### src/rtl/reg_slice_full.sv
// Fully registered valid/ready slice: main+skid buffer so that valid, data,
// ready and level all come straight from flops, cutting both directions.
module reg_slice_full #(
    parameter int DATA_W = 8,
    parameter int CNT_W  = 16
) (
    input  logic              clk,
    input  logic              rst_n,
    input  logic [DATA_W-1:0] up_data,
    input  logic              up_valid,
    output logic              up_ready,
    output logic [DATA_W-1:0] down_data,
    output logic              down_valid,
    input  logic              down_ready,
    input  logic              flush,
    output logic [1:0]        level,
    output logic [CNT_W-1:0]  beat_cnt
);

    typedef enum logic [1:0] {
        EMPTY = 2'd0,
        HALF  = 2'd1,
        FULL  = 2'd2,
        BAD   = 2'd3
    } state_t;

    state_t            state;
    state_t            state_next;
    logic [DATA_W-1:0] main_reg;
    logic [DATA_W-1:0] skid_reg;
    logic              valid_reg;
    logic              ready_reg;
    logic [CNT_W-1:0]  cnt_reg;

    logic push;
    logic pop;
    logic load_main_up;
    logic load_main_skid;
    logic load_skid;

    assign push = up_valid & ready_reg;
    assign pop  = valid_reg & down_ready;

    // NOTE: every signal driven here gets a default first so no path leaves it unassigned (no latch).
    always_comb begin
        state_next     = state;
        load_main_up   = 1'b0;
        load_main_skid = 1'b0;
        load_skid      = 1'b0;
        if (flush) begin
            state_next = EMPTY;
        end else begin
            unique case (state)
                EMPTY: begin
                    if (push) begin
                        load_main_up = 1'b1;
                        state_next   = HALF;
                    end
                end
                HALF: begin
                    if (push && pop) begin
                        load_main_up = 1'b1;
                    end else if (push) begin
                        load_skid  = 1'b1;
                        state_next = FULL;
                    end else if (pop) begin
                        state_next = EMPTY;
                    end
                end
                FULL: begin
                    if (pop) begin
                        load_main_skid = 1'b1;
                        state_next     = HALF;
                    end
                end
                default: state_next = EMPTY;
            endcase
        end
    end

    // NOTE: state uses non-blocking assignments so every flop samples pre-edge values.
    always_ff @(posedge clk or negedge rst_n) begin
        if (!rst_n) begin
            state     <= EMPTY;
            valid_reg <= 1'b0;
            ready_reg <= 1'b1;
            main_reg  <= '0;
            skid_reg  <= '0;
            cnt_reg   <= '0;
        end else begin
            state <= state_next;
            // Handshake flags are decoded from the next state so they stay pure flop outputs.
            valid_reg <= (state_next == HALF) || (state_next == FULL);
            ready_reg <= (state_next != FULL);
            if (load_main_up) begin
                main_reg <= up_data;
            end else if (load_main_skid) begin
                main_reg <= skid_reg;
            end
            if (load_skid) begin
                skid_reg <= up_data;
            end
            if (pop) begin
                cnt_reg <= cnt_reg + CNT_W'(1);
            end
        end
    end

    assign level      = state;
    assign down_valid = valid_reg;
    assign up_ready   = ready_reg;
    assign down_data  = main_reg;
    assign beat_cnt   = cnt_reg;

endmodule

### config.mk
export PLATFORM = sky130hd
export DESIGN_NAME = reg_slice_full
export DESIGN_NICKNAME = d
export VERILOG_FILES = /design/src/rtl/reg_slice_full.sv
export SDC_FILE = /design/constraint.sdc
export NUM_CORES = 1
export LEC_CHECK = 0
export ABC_AREA = 1
export BUFFER_PORTS_ARGS = -buffer_cell sky130_fd_sc_hd__buf_2
export CAP_MARGIN = 10
export CORE_ASPECT_RATIO = 2
export CORE_MARGIN = 2
export CORE_UTILIZATION = 55
export CTS_CLUSTER_DIAMETER = 100
export DETAILED_ROUTE_END_ITERATION = 10
export PLACE_DENSITY = 0.89
export SLEW_MARGIN = 20
export SYNTH_ARGS = -nofsm -noshare
export SYNTH_HDL_FRONTEND = slang
export SYNTH_SLANG_ARGS = --single-unit
### constraint.sdc
create_clock -name clk -period 2.9 [get_ports clk]
set_input_delay 0.29 -clock clk [delete_from_list [all_inputs] [get_ports clk]]
set_output_delay 0.29 -clock clk [all_outputs]
set_load 0.02 [all_outputs]
==> impl_summary.md <==
Power
The share of total power dissipated in the clock network is 0.221. The internal power of the cells totals 0.949 mW. Of the total power, the share spent switching nets is 0.362. The largest vdd supply drop is 0.512 mV. The power per standard cell area is 712 nW/um2.

For this design the static power due to leakage is 1.12 nW. Of the total power, registers draw 0.493. The switching power total is 0.539 mW. The combinational power share is 0.285.

Drt
The number of remaining DRC errors is 0. The count of vias placed by the detailed router is 1,441. The final wirelength is 3.55 mm. The total met2 wirelength after detailed routing is 2.01 mm. The final antenna-violating net count is 0. In the final routing, the length of wire on met1 measures 1.26 mm. The top layer used by detailed routing is met4.

In this run, the number of DRC markers left after iteration 0 of detailed routing was 12. Dividing the detail-routed wire length by the instance count gives 12.8 um. The number of detailed-routing iterations run before antenna repair is 4. After detailed routing, the met3 layer carries 110 um of wire. Dividing the detail-routed via count by the number of cells gives 5.18.

Finish
The library cells used most frequently in the layout, excluding fill and tap cells, are 53 x sky130_fd_sc_hd__nand2_1, 40 x sky130_fd_sc_hd__buf_2, 35 x sky130_fd_sc_hd__dfrtp_1. The register with the most flip-flops in the layout has 16 of them. The fill cell instance count of the final layout is 249. The antenna cell count is 0. The number of nets in the finished design is 262. With fillers left out, the area of the finished cells amounts to 2090 um2.

Leaving out fill and tap cells, the most frequent cell in the layout is sky130_fd_sc_hd__nand2_1. The area growth from synthesis to layout is 16.6%. The share of post-route cells with drive strength above 1 is 0.291.

Yosys
Of the total synthesized cell area, the portion taken by full adders, half adders and majority gates is 0.0140. The number of nets handed over by synthesis was 217. The share of the synthesized netlist area taken by xor and xnor gates is 0.0391.

The area fraction in compound gates after synthesis is 0.0914. The synthesized design contains 36 register bits. The share of cell area taken by muxes after synthesis is 0. The post-synthesis simple-gate area fraction is 0.276. Counting every instance in the synthesized netlist gives 202. The sequential-to-total area share from yosys stat is 0.503. The count of unique library cells instantiated by Yosys is 29. The top cell type's share of synthesized area is 0.488. The cell area that synthesis handed to floorplanning was 1790 um2. The largest family of logic cells by synthesized area is simple AND/OR/NAND/NOR gates. Sorting the synthesized cells by area gives the leading types as sky130_fd_sc_hd__dfrtp_1 49%, sky130_fd_sc_hd__nand2_1 11%, sky130_fd_sc_hd__inv_1 6.1%, sky130_fd_sc_hd__o21ai_2 3.9%, sky130_fd_sc_hd__nor2_1 3.6%. The largest total area in the synthesized netlist belongs to sky130_fd_sc_hd__dfrtp_1.

Yosys printed 0 warnings. The average instance in the mapped netlist occupies 8.88 um2.

Worst setup path
Of all nets on the critical path, the largest fanout is 11. The peak per-stage delay on the critical path is 0.53 ns. The worst setup path is launched from a register.

Traced cell by cell, the critical path runs through nand2_1 -> inv_1 -> nand3_2 -> inv_2 -> nor2_8 -> nand2_2 -> inv_1 -> ha_1 -> inv_1. STA classifies the critical path endpoint as a register. The most numerous cell type found on the critical path is sky130_fd_sc_hd__inv_1. The worst-case reg-to-reg path depth is 9.

The critical path in this run is classified as register to register. The arrival time at the worst endpoint is 1.90 ns. The slowest cell on the critical path is sky130_fd_sc_hd__dfstp_2. The data required time at the worst endpoint is 3.08 ns.

Hold path
In this run the worst hold path is classified as primary input to asynchronous set/reset pin.

Timing
The final-report hold violation count is 0. In the finished design, the share of the clock period the worst path needs comes to 0.594. The number of failing setup endpoints in the final timing report is 0. The routed design could run at a clock period as short as 1.72 ns.

Adding up every negative setup slack in the final design gives 0 ns. The worst slew slack as a fraction of its limit is 0.463. Setup repair after global routing left no endpoint under its margin. The clock arrives with 0.00275 ns of skew.

The actual transition at the worst max-transition pin is 0.806 ns. The max-slew violation total from the final report is 0. The maximum achievable frequency is 581 MHz.

Place
The final weighted congestion of routability-driven global placement is 0.794. The sum of net half-perimeters after detailed placement is 2.70 mm. The post-place instance area is 2010 um2. Buffers placed on the I/O ports in this run total 40.

Global routing
The largest net degree at the start of global routing is 37. The global-route wire length before repair is 6.02 mm. For this run, the total global-route usage over all layers was measured as 0.220.

The via count of the first global-routing pass is 1,408. The total overflow left after global routing is 0. The initial antenna violation count is 0.

Floorplan
The number of cell rows is 29. The x dimension of the die is 44.4 um. The overall die area is 3760 um2. For this configuration, the core starts out at a cell density of 0.568. The number of ports placed on the die boundary is 41. The y dimension of the die is 84.7 um.

After floorplanning, the core was sized to cover 3160 um2.

Clock network
The clock sink count is 36. CTS built an H-tree with a depth of 2. The number of gates resized after CTS is 0. Clock-pin slew was measured on the worst setup and hold paths at 0.07 ns. TritonCTS built the clock tree. The number of buffers inserted to repair setup after CTS is 0.

The clock latency at the later pin of the worst-skew pair is 0.28 ns. Buffers inserted to repair hold after CTS numbered 0. The clock passes through at most 2 buffers. The number of buffers created by CTS is 5. The master cell of the clock root buffer is sky130_fd_sc_hd__clkbuf_8.

Outcome
The run finished with clean final reports.

Flow run
The number of maximum-capacitance constraint violations is 0.
-- cell type report --
cell class | instances | area, um2 | share of cell area
clock buffer | 6 | 72.6 | 0.0347
tap | 31 | 38.8 | 0.0186
inverter | 31 | 119 | 0.0569
multi-input combinational | 133 | 753 | 0.360
clock inverter | 1 | 5.00 | 0.00239
timing repair buffer | 40 | 200 | 0.0958
sequential | 36 | 902 | 0.431
-- final timing paths --
path                                         start                  endpoint  slack (ns)
min in group clk                        up_data[2]   skid_reg[2]$_DFFE_PN0P_        0.26
setup / recovery                up_ready$_DFF_PN1_      down_valid$_DFF_PN0_        1.18
max in group asynchronous                    rst_n  beat_cnt[13]$_DFFE_PN0P_        2.29
hold reg to reg            skid_reg[2]$_DFFE_PN0P_   skid_reg[2]$_DFFE_PN0P_        0.50
hold / removal                               rst_n      down_valid$_DFF_PN0_         0.1
setup reg to reg                up_ready$_DFF_PN1_      down_valid$_DFF_PN0_        1.18
-- cells in the mapped netlist --
master                     number
sky130_fd_sc_hd__nor3_1         2
sky130_fd_sc_hd__a21oi_1        6
sky130_fd_sc_hd__buf_4          1
sky130_fd_sc_hd__inv_2          1
sky130_fd_sc_hd__ha_1           2
sky130_fd_sc_hd__nand3_2        2
sky130_fd_sc_hd__dfrtp_1       35
sky130_fd_sc_hd__nor2_8         2
sky130_fd_sc_hd__dfstp_2        1
sky130_fd_sc_hd__nor2_2         1
sky130_fd_sc_hd__nand2_2        5
sky130_fd_sc_hd__o211ai_1       2
sky130_fd_sc_hd__inv_1         29
sky130_fd_sc_hd__o21ai_1        7
sky130_fd_sc_hd__xor2_1         5
sky130_fd_sc_hd__nand2_1       53
sky130_fd_sc_hd__o21ai_0        1
sky130_fd_sc_hd__nand4_1        3
sky130_fd_sc_hd__o41ai_1        1
sky130_fd_sc_hd__nand3_4        1
sky130_fd_sc_hd__nand3_1        7
sky130_fd_sc_hd__o21ai_2        8
sky130_fd_sc_hd__buf_6          1
sky130_fd_sc_hd__nor2_4         3
sky130_fd_sc_hd__xnor2_1        3
sky130_fd_sc_hd__nand3b_1       1
sky130_fd_sc_hd__inv_4          1
sky130_fd_sc_hd__nor2_1        17
sky130_fd_sc_hd__nand2_4        1
-- per-stage QoR --
stage / power [mW] / hold slack [ns] / setup WS, ns / instances / utilization
floorplan: 1.02 / -0.00559 / 1.34 / 202 / -
global route: 1.58 / 0.160 / 1.01 / 278 / 0.662
CTS: 1.51 / 0.107 / 1.17 / 278 / 0.662
finish: 1.49 / 0.0963 / 1.18 / 278 / 0.662
detailed placement: 1.17 / 0.421 / 1.19 / 271 / 0.638
global placement: 1.15 / 0.413 / 1.23 / 271 / 0.638
-- critical path: cells and delay by family, from the launching register on --
kind	cells	cell delay (ns)
simple gates	4	0.43
flops	1	0.53
fa+ha+maj	1	0.26
buf+inv	4	0.40
-- power by group through the flow --
| stage | combinational, mW | sequential [mW] | clock (mW) |
|---|---|---|---|
| final | 0.425 | 0.734 | 0.329 |
| after global routing | 0.468 | 0.750 | 0.361 |
| after CTS | 0.432 | 0.738 | 0.338 |
| after detailed placement | 0.430 | 0.744 | 0 |
| after global placement | 0.417 | 0.737 | 0 |
| after floorplan | 0.205 | 0.815 | 0 |
-- per-layer routing --
metal  up-vias  track usage
met3        15       0.0473
met1       668        0.213
li1        720            -
met5         -            0
met2        38        0.393
met4         0        0.138
-- cell families after synthesis --
group                      after synthesis
AOI/OAI and AO/OA                       25
xor gates and xnor gates                 8
adders and majority gates                2
buffers and inverters                   33
DFF                                     36
and+or+nand+nor                         98
No activity file was read; power rests on OpenSTA's default activity.
